## config.mk

```make
export PLATFORM = sky130hd
export DESIGN_NAME = mul_pipe
export DESIGN_NICKNAME = d
export VERILOG_FILES = /design/src/rtl/mul_pkg.sv /design/src/rtl/mul_pipe_stage.sv /design/src/rtl/mul_pipe.sv
export SDC_FILE = /design/constraint.sdc
export NUM_CORES = 2
export LEC_CHECK = 0
export CORE_MARGIN = 3
export CORE_UTILIZATION = 59
export DETAILED_ROUTE_END_ITERATION = 7
export MAX_ROUTING_LAYER = met4
export PLACE_DENSITY = 0.8
export RECOVER_POWER = 25
export SYNTH_ARGS = -nofsm -noshare
export SYNTH_HDL_FRONTEND = slang
export SYNTH_SLANG_ARGS = --single-unit
```

## constraint.sdc

```tcl
create_clock -name clock -period 2 [get_ports clock]
set_input_delay 0.5 -clock clock [delete_from_list [all_inputs] [get_ports clock]]
set_output_delay 0.5 -clock clock [all_outputs]
set_load 0.01 [all_outputs]
```

## src/rtl/mul_pkg.sv

```systemverilog
// Shared types and constants for the pipelined multiplier.
package mul_pkg;

    // Upper bound on the number of register stages in the pipe.
    localparam int MUL_MAX_LATENCY = 8;

    // Multiply mode as encoded on req_mode.
    typedef enum logic [1:0] {
        MUL   = 2'b00,  // signed x signed, low half
        MULU  = 2'b01,  // unsigned x unsigned, low half
        MULH  = 2'b10,  // signed x signed, high half
        MULHU = 2'b11   // unsigned x unsigned, high half
    } mul_mode_t;

    // Operands are sign-extended for the signed modes, zero-extended otherwise.
    function automatic logic mode_is_signed(input mul_mode_t mode);
        return (mode == MUL) || (mode == MULH);
    endfunction

    // High-half modes return the upper DATA_WIDTH bits of the product.
    function automatic logic mode_is_high(input mul_mode_t mode);
        return (mode == MULH) || (mode == MULHU);
    endfunction

    // Keeps an out-of-range LATENCY parameter inside 1..MUL_MAX_LATENCY.
    function automatic int clamp_latency(input int latency);
        if (latency < 1) begin
            return 1;
        end
        if (latency > MUL_MAX_LATENCY) begin
            return MUL_MAX_LATENCY;
        end
        return latency;
    endfunction

endpackage

```

## src/rtl/mul_pipe_stage.sv

```systemverilog
// One valid/ready register slice of the multiplier pipe. The ready path is
// combinational so a stall at the output ripples back through every slice
// in the same cycle, while empty slices (bubbles) keep accepting.
module mul_pipe_stage #(
    parameter int WIDTH = 1
) (
    input  logic             clock,
    input  logic             reset,
    input  logic             flush,
    input  logic             in_valid,
    output logic             in_ready,
    input  logic [WIDTH-1:0] in_data,
    output logic             out_valid,
    input  logic             out_ready,
    output logic [WIDTH-1:0] out_data
);

    logic             valid_reg;
    logic [WIDTH-1:0] data_reg;

    // Loadable when empty or when the current contents move on; never during a flush.
    assign in_ready = (!valid_reg || out_ready) && !flush;

    // Slice register: flush only clears the valid bit, the payload is left as is.
    always_ff @(posedge clock or negedge reset) begin
        if (!reset) begin
            valid_reg <= 1'b0;
            data_reg  <= '0;
        end else if (flush) begin
            valid_reg <= 1'b0;
        end else if (in_ready) begin
            valid_reg <= in_valid;
            if (in_valid) begin
                data_reg <= in_data;
            end
        end
    end

    assign out_valid = valid_reg;
    assign out_data  = data_reg;

endmodule

```

## src/rtl/mul_pipe.sv

```systemverilog
// Pipelined integer multiplier with per-stage valid/ready backpressure.
// The product, operand extension and overflow detection are combinational
// in front of the first slice; the remaining slices only carry registers
// so synthesis is free to retime the multiplier across them.
module mul_pipe
    import mul_pkg::*;
#(
    parameter int DATA_WIDTH    = 32,
    parameter int LATENCY       = 3,
    parameter int ROB_ID_WIDTH  = 4,
    parameter int PC_WIDTH      = 32,
    parameter int RF_ADDR_WIDTH = 5,
    parameter int XCPT_WIDTH    = 8
) (
    input  logic                     clock,
    input  logic                     reset,
    input  logic                     flush,
    input  logic                     req_valid,
    output logic                     req_ready,
    input  logic [1:0]               req_mode,
    input  logic [DATA_WIDTH-1:0]    req_src_a,
    input  logic [DATA_WIDTH-1:0]    req_src_b,
    input  logic [ROB_ID_WIDTH-1:0]  req_rob_id,
    input  logic [PC_WIDTH-1:0]      req_pc,
    input  logic [RF_ADDR_WIDTH-1:0] req_rd,
    input  logic [XCPT_WIDTH-1:0]    req_xcpt,
    output logic                     rsp_valid,
    input  logic                     rsp_ready,
    output logic [DATA_WIDTH-1:0]    rsp_data,
    output logic [ROB_ID_WIDTH-1:0]  rsp_rob_id,
    output logic [PC_WIDTH-1:0]      rsp_pc,
    output logic [RF_ADDR_WIDTH-1:0] rsp_rd,
    output logic [XCPT_WIDTH-1:0]    rsp_xcpt,
    output logic                     rsp_overflow,
    output logic                     busy
);

    localparam int STAGES = clamp_latency(LATENCY);

    // Payload carried by every slice; the valid bit lives in the slice itself.
    // The selected product half is stored rather than the full product, since
    // mode, extension and overflow are all resolved before the first register.
    typedef struct packed {
        logic [DATA_WIDTH-1:0]    data;
        logic [ROB_ID_WIDTH-1:0]  rob_id;
        logic [PC_WIDTH-1:0]      pc;
        logic [RF_ADDR_WIDTH-1:0] rd;
        logic [XCPT_WIDTH-1:0]    xcpt;
        logic                     overflow;
    } mul_stage_t;

    localparam int SW = $bits(mul_stage_t);

    // Index 0 is the request side, index STAGES is the response side.
    logic          s_valid [STAGES+1];
    logic          s_ready [STAGES+1];
    logic [SW-1:0] s_data  [STAGES+1];

    mul_mode_t                 mode;
    logic [2*DATA_WIDTH-1:0]   a_ext;
    logic [2*DATA_WIDTH-1:0]   b_ext;
    logic [2*DATA_WIDTH-1:0]   prod;
    logic [DATA_WIDTH-1:0]     prod_lo;
    logic [DATA_WIDTH-1:0]     prod_hi;
    logic                      ovf_raw;
    mul_stage_t                stage_in;
    mul_stage_t                rsp_stage;

    assign mode = mul_mode_t'(req_mode);

    // Operand extension and full-width product; truncating the 2W x 2W
    // product to 2W bits gives the correct signed or unsigned result.
    always_comb begin
        a_ext = {{DATA_WIDTH{1'b0}}, req_src_a};
        b_ext = {{DATA_WIDTH{1'b0}}, req_src_b};
        if (mode_is_signed(mode)) begin
            a_ext = {{DATA_WIDTH{req_src_a[DATA_WIDTH-1]}}, req_src_a};
            b_ext = {{DATA_WIDTH{req_src_b[DATA_WIDTH-1]}}, req_src_b};
        end
        prod    = a_ext * b_ext;
        prod_lo = prod[DATA_WIDTH-1:0];
        prod_hi = prod[2*DATA_WIDTH-1:DATA_WIDTH];
    end

    // Overflow only applies to the low-half modes: the discarded high half
    // must be pure extension of the returned low half.
    always_comb begin
        ovf_raw = 1'b0;
        case (mode)
            MUL:     ovf_raw = (prod_hi != {DATA_WIDTH{prod_lo[DATA_WIDTH-1]}});
            MULU:    ovf_raw = (prod_hi != '0);
            default: ovf_raw = 1'b0;
        endcase
    end

    // Result selection; an upstream exception suppresses data and overflow
    // but the operation still travels the pipe so the RoB sees it in order.
    always_comb begin
        stage_in          = '0;
        stage_in.rob_id   = req_rob_id;
        stage_in.pc       = req_pc;
        stage_in.rd       = req_rd;
        stage_in.xcpt     = req_xcpt;
        stage_in.data     = mode_is_high(mode) ? prod_hi : prod_lo;
        stage_in.overflow = ovf_raw;
        if (|req_xcpt) begin
            stage_in.data     = '0;
            stage_in.overflow = 1'b0;
        end
    end

    assign s_valid[0]      = req_valid;
    assign s_data[0]       = stage_in;
    assign s_ready[STAGES] = rsp_ready;

    genvar gi;
    generate
        for (gi = 0; gi < STAGES; gi++) begin : g_stage
            mul_pipe_stage #(
                .WIDTH (SW)
            ) u_stage (
                .clock     (clock),
                .reset     (reset),
                .flush     (flush),
                .in_valid  (s_valid[gi]),
                .in_ready  (s_ready[gi]),
                .in_data   (s_data[gi]),
                .out_valid (s_valid[gi+1]),
                .out_ready (s_ready[gi+1]),
                .out_data  (s_data[gi+1])
            );
        end
    endgenerate

    // The slice ready already drops during flush; reset gating keeps the
    // request side closed while the pipe is held in reset.
    assign req_ready = s_ready[0] && reset;
    assign rsp_valid = s_valid[STAGES] && !flush;

    assign rsp_stage    = mul_stage_t'(s_data[STAGES]);
    assign rsp_data     = rsp_stage.data;
    assign rsp_rob_id   = rsp_stage.rob_id;
    assign rsp_pc       = rsp_stage.pc;
    assign rsp_rd       = rsp_stage.rd;
    assign rsp_xcpt     = rsp_stage.xcpt;
    assign rsp_overflow = rsp_stage.overflow;

    // Busy whenever any slice holds an operation.
    always_comb begin
        busy = 1'b0;
        for (int i = 1; i <= STAGES; i++) begin
            busy = busy | s_valid[i];
        end
    end

endmodule

```

==> metrics.cfg <==
[outcome]
status=finished, violations left
violations=setup timing

[logic_synthesis]
synthFlopType=dfrtp_1
avgSynthCellArea_um2=9.842
synth_area_leaders=fa_1, dfrtp_1, inv_1
yosysTopAreaCellShare=0.4863
yosysSeqAreaShare=0.1067
synth_cell_types=84
synth_cells=5935
ys_seq_elements=249
syn_nets=7782
ys_warn_count=0
synthesis.area_um2=58410
async_flop_share=1.000
synth-edff-count=0
yosysTopAreaCell=fa_1

[placed_design]
place_congestion=0.9951
dp.cells=7953
pre_cts_ws_ps=-8405
numPortBuffers=204
hpwlAfterDp_um=145300

[routing]
wl_um=203500
first_pass_iters=6
num_vias=47550
post_drt_wl_per_cell_um=24.67
drt_iter0_drc=4208
via_per_inst=5.767
ant_nets=0
route.detailed.drc=0

[clock_tree]
cts_root_buf=clkbuf_16
cts_num_sinks=249
insertion_delay_ps=510
htree_num_levels=1
hold_buffers=0
clk_pin_slew_worst_paths_ps=70
cts_tree=built
cts-buffers-inserted=21
clockBufferDepth=3

[finish]
final.fill_count=5710
fin_nets=8786
instances_no_fill=8246
syn_to_final_growth_pct=29.15
drive_gt1_frac=0.2809

[timing]
fmax_ghz=0.1084
rsz0062_at_grt=yes
worst_pin_slew_ps=1489
setup_tns_ps=-213710
setup_ws_ps=-7225
finalHoldViolations=0
setup_viol=35
maxSlewViolCount=0
post-route-min-period_ps=9225
relSlewSlack=0.007385
fin_crit_sh=4.613
finClkSkew_ps=20.01

[worst_setup_path]
worst_path_max_delay_cell=fa_1
cp-start-kind=input port
worstPathRequired_ps=2380
slowest_delay_ps=540
critical_path.most_common_cell=fa_1
arrival_ps=9600
crit_path_end_kind=register
setup.worst_path.class=in2reg
crit_fanout=8

[die]
die-area_um2=102800
core_area_um2=97420
io_pins=205
start_util=0.5996
die_h_um=320.7
fp.dieW_um=320.7
row_count=114

[flow_run]
maxCapViolCount=0

[grt]
grt_usage=0.4034
grt_pass1_vias=52290
antenna_found_initial=11
grt_max_degree=172
grt_pass1_wl_um=303200
overflow=0

[hold_path]
hold_path.class=in2async

==> state kept, by name (all words and copies together), names as in the netlist <==
| register | count |
|---|---|
| g_stage.u_stage.out_data | 246 |
| g_stage.u_stage.out_valid | 3 |
==> path summary, 6_finish.rpt <==
path	start	slack, ps	end	depth (start not counted)
max reg2reg	g_stage[2].u_stage.out_valid	-710	g_stage[0].u_stage.out_data[0]	10
max in group asynchronous	reset	510	g_stage[0].u_stage.out_data[68]	2
min reg2reg	g_stage[0].u_stage.out_data[76]	490	g_stage[0].u_stage.out_data[76]	2
min	reset	330	g_stage[1].u_stage.out_data[29]	2
max	req_src_a[31]	-7230	g_stage[0].u_stage.out_data[0]	34
min in group clock	g_stage[0].u_stage.out_data[76]	490	g_stage[0].u_stage.out_data[76]	2
==> cell usage in the layout, fill, tap and decap left out, types with 50 or more instances in the layout <==
cell,Yosys,routed
buf_12,0,117
nor2_1,90,72
nand2_1,618,572
ha_1,308,258
fa_2,0,141
and2_1,596,572
clkdlybuf4s50_1,0,130
inv_2,0,84
mux2_2,213,213
fa_1,1419,1278
buf_4,0,796
inv_1,1529,1443
dfrtp_1,249,249
buf_6,1,99
a21oi_1,119,50
xnor2_1,84,73
==> logic make-up (layout without fill, tap and decap cells) <==
kind of cell               Yosys count  after routing  synth area share
AOI/OAI and AO/OA                  349            349           0.03808
xor gates and xnor gates           110            110           0.01662
adders and majority gates         1729           1729            0.5526
buffers and inverters             1816           2833            0.1172
DFF                                249            249            0.1067
muxes                              220            220           0.04226
other                                0             18                 0
and+or+nand+nor                   1462           1462            0.1265
==> timing repair <==
action	in CTS	in global routing
endpoints found under the setup margin	61	42
cloned	48	1
resized for setup	688	278
pin swaps	261	207
setup buffers	135	69
==> cell type report <==
class	count	area, um^2	area share
Antenna cell	18	45.04	0.0005971
Clock buffer	29	595.6	0.007895
Clock inverter	7	72.57	0.0009620
Inverter	1530	5751	0.07623
Multi-Input combinational cell	3870	48170	0.6385
Sequential cell	249	6231	0.08260
Tap cell	1276	1597	0.02116
Timing Repair Buffer	1267	12980	0.1721
==> per-layer routing <==
metal | GRT usage | part of all wire
met1 | 0.4694 | 0.34
met4 | 0.2575 | 0.094
met3 | 0.1030 | 0.11
met2 | 0.6274 | 0.45
met5 | - | 0
==> synth_stat cells (71+ instances only) <==
cell / count
inv_1: 1529
fa_1: 1419
nand2_1: 618
and2_1: 596
ha_1: 308
clkbuf_1: 259
dfrtp_1: 249
mux2_2: 213
a21oi_1: 119
nor2_1: 90
xnor2_1: 84
o21ai_0: 71
==> metrics by stage <==
stage          utilization  area (um^2)  hold slack, ps
2_1_floorplan            -        59600           204.4
3_3_place_gp        0.7086        69040           464.7
3_5_place_dp        0.7086        69040           469.9
4_1_cts             0.7598        74020           206.0
5_1_grt             0.7742        75430           449.2
6_report            0.7744        75440           334.9
==> critical path: cells and delay by family <==
family / cells / cell delay [ps]
compound gates: 4 / 990
buf+inv: 12 / 1210
simple gates: 7 / 1590
fa+ha+maj: 11 / 5310
Power is not shown: default switching activity piles up to over one toggle a cycle in this logic, so the estimate is an artifact.
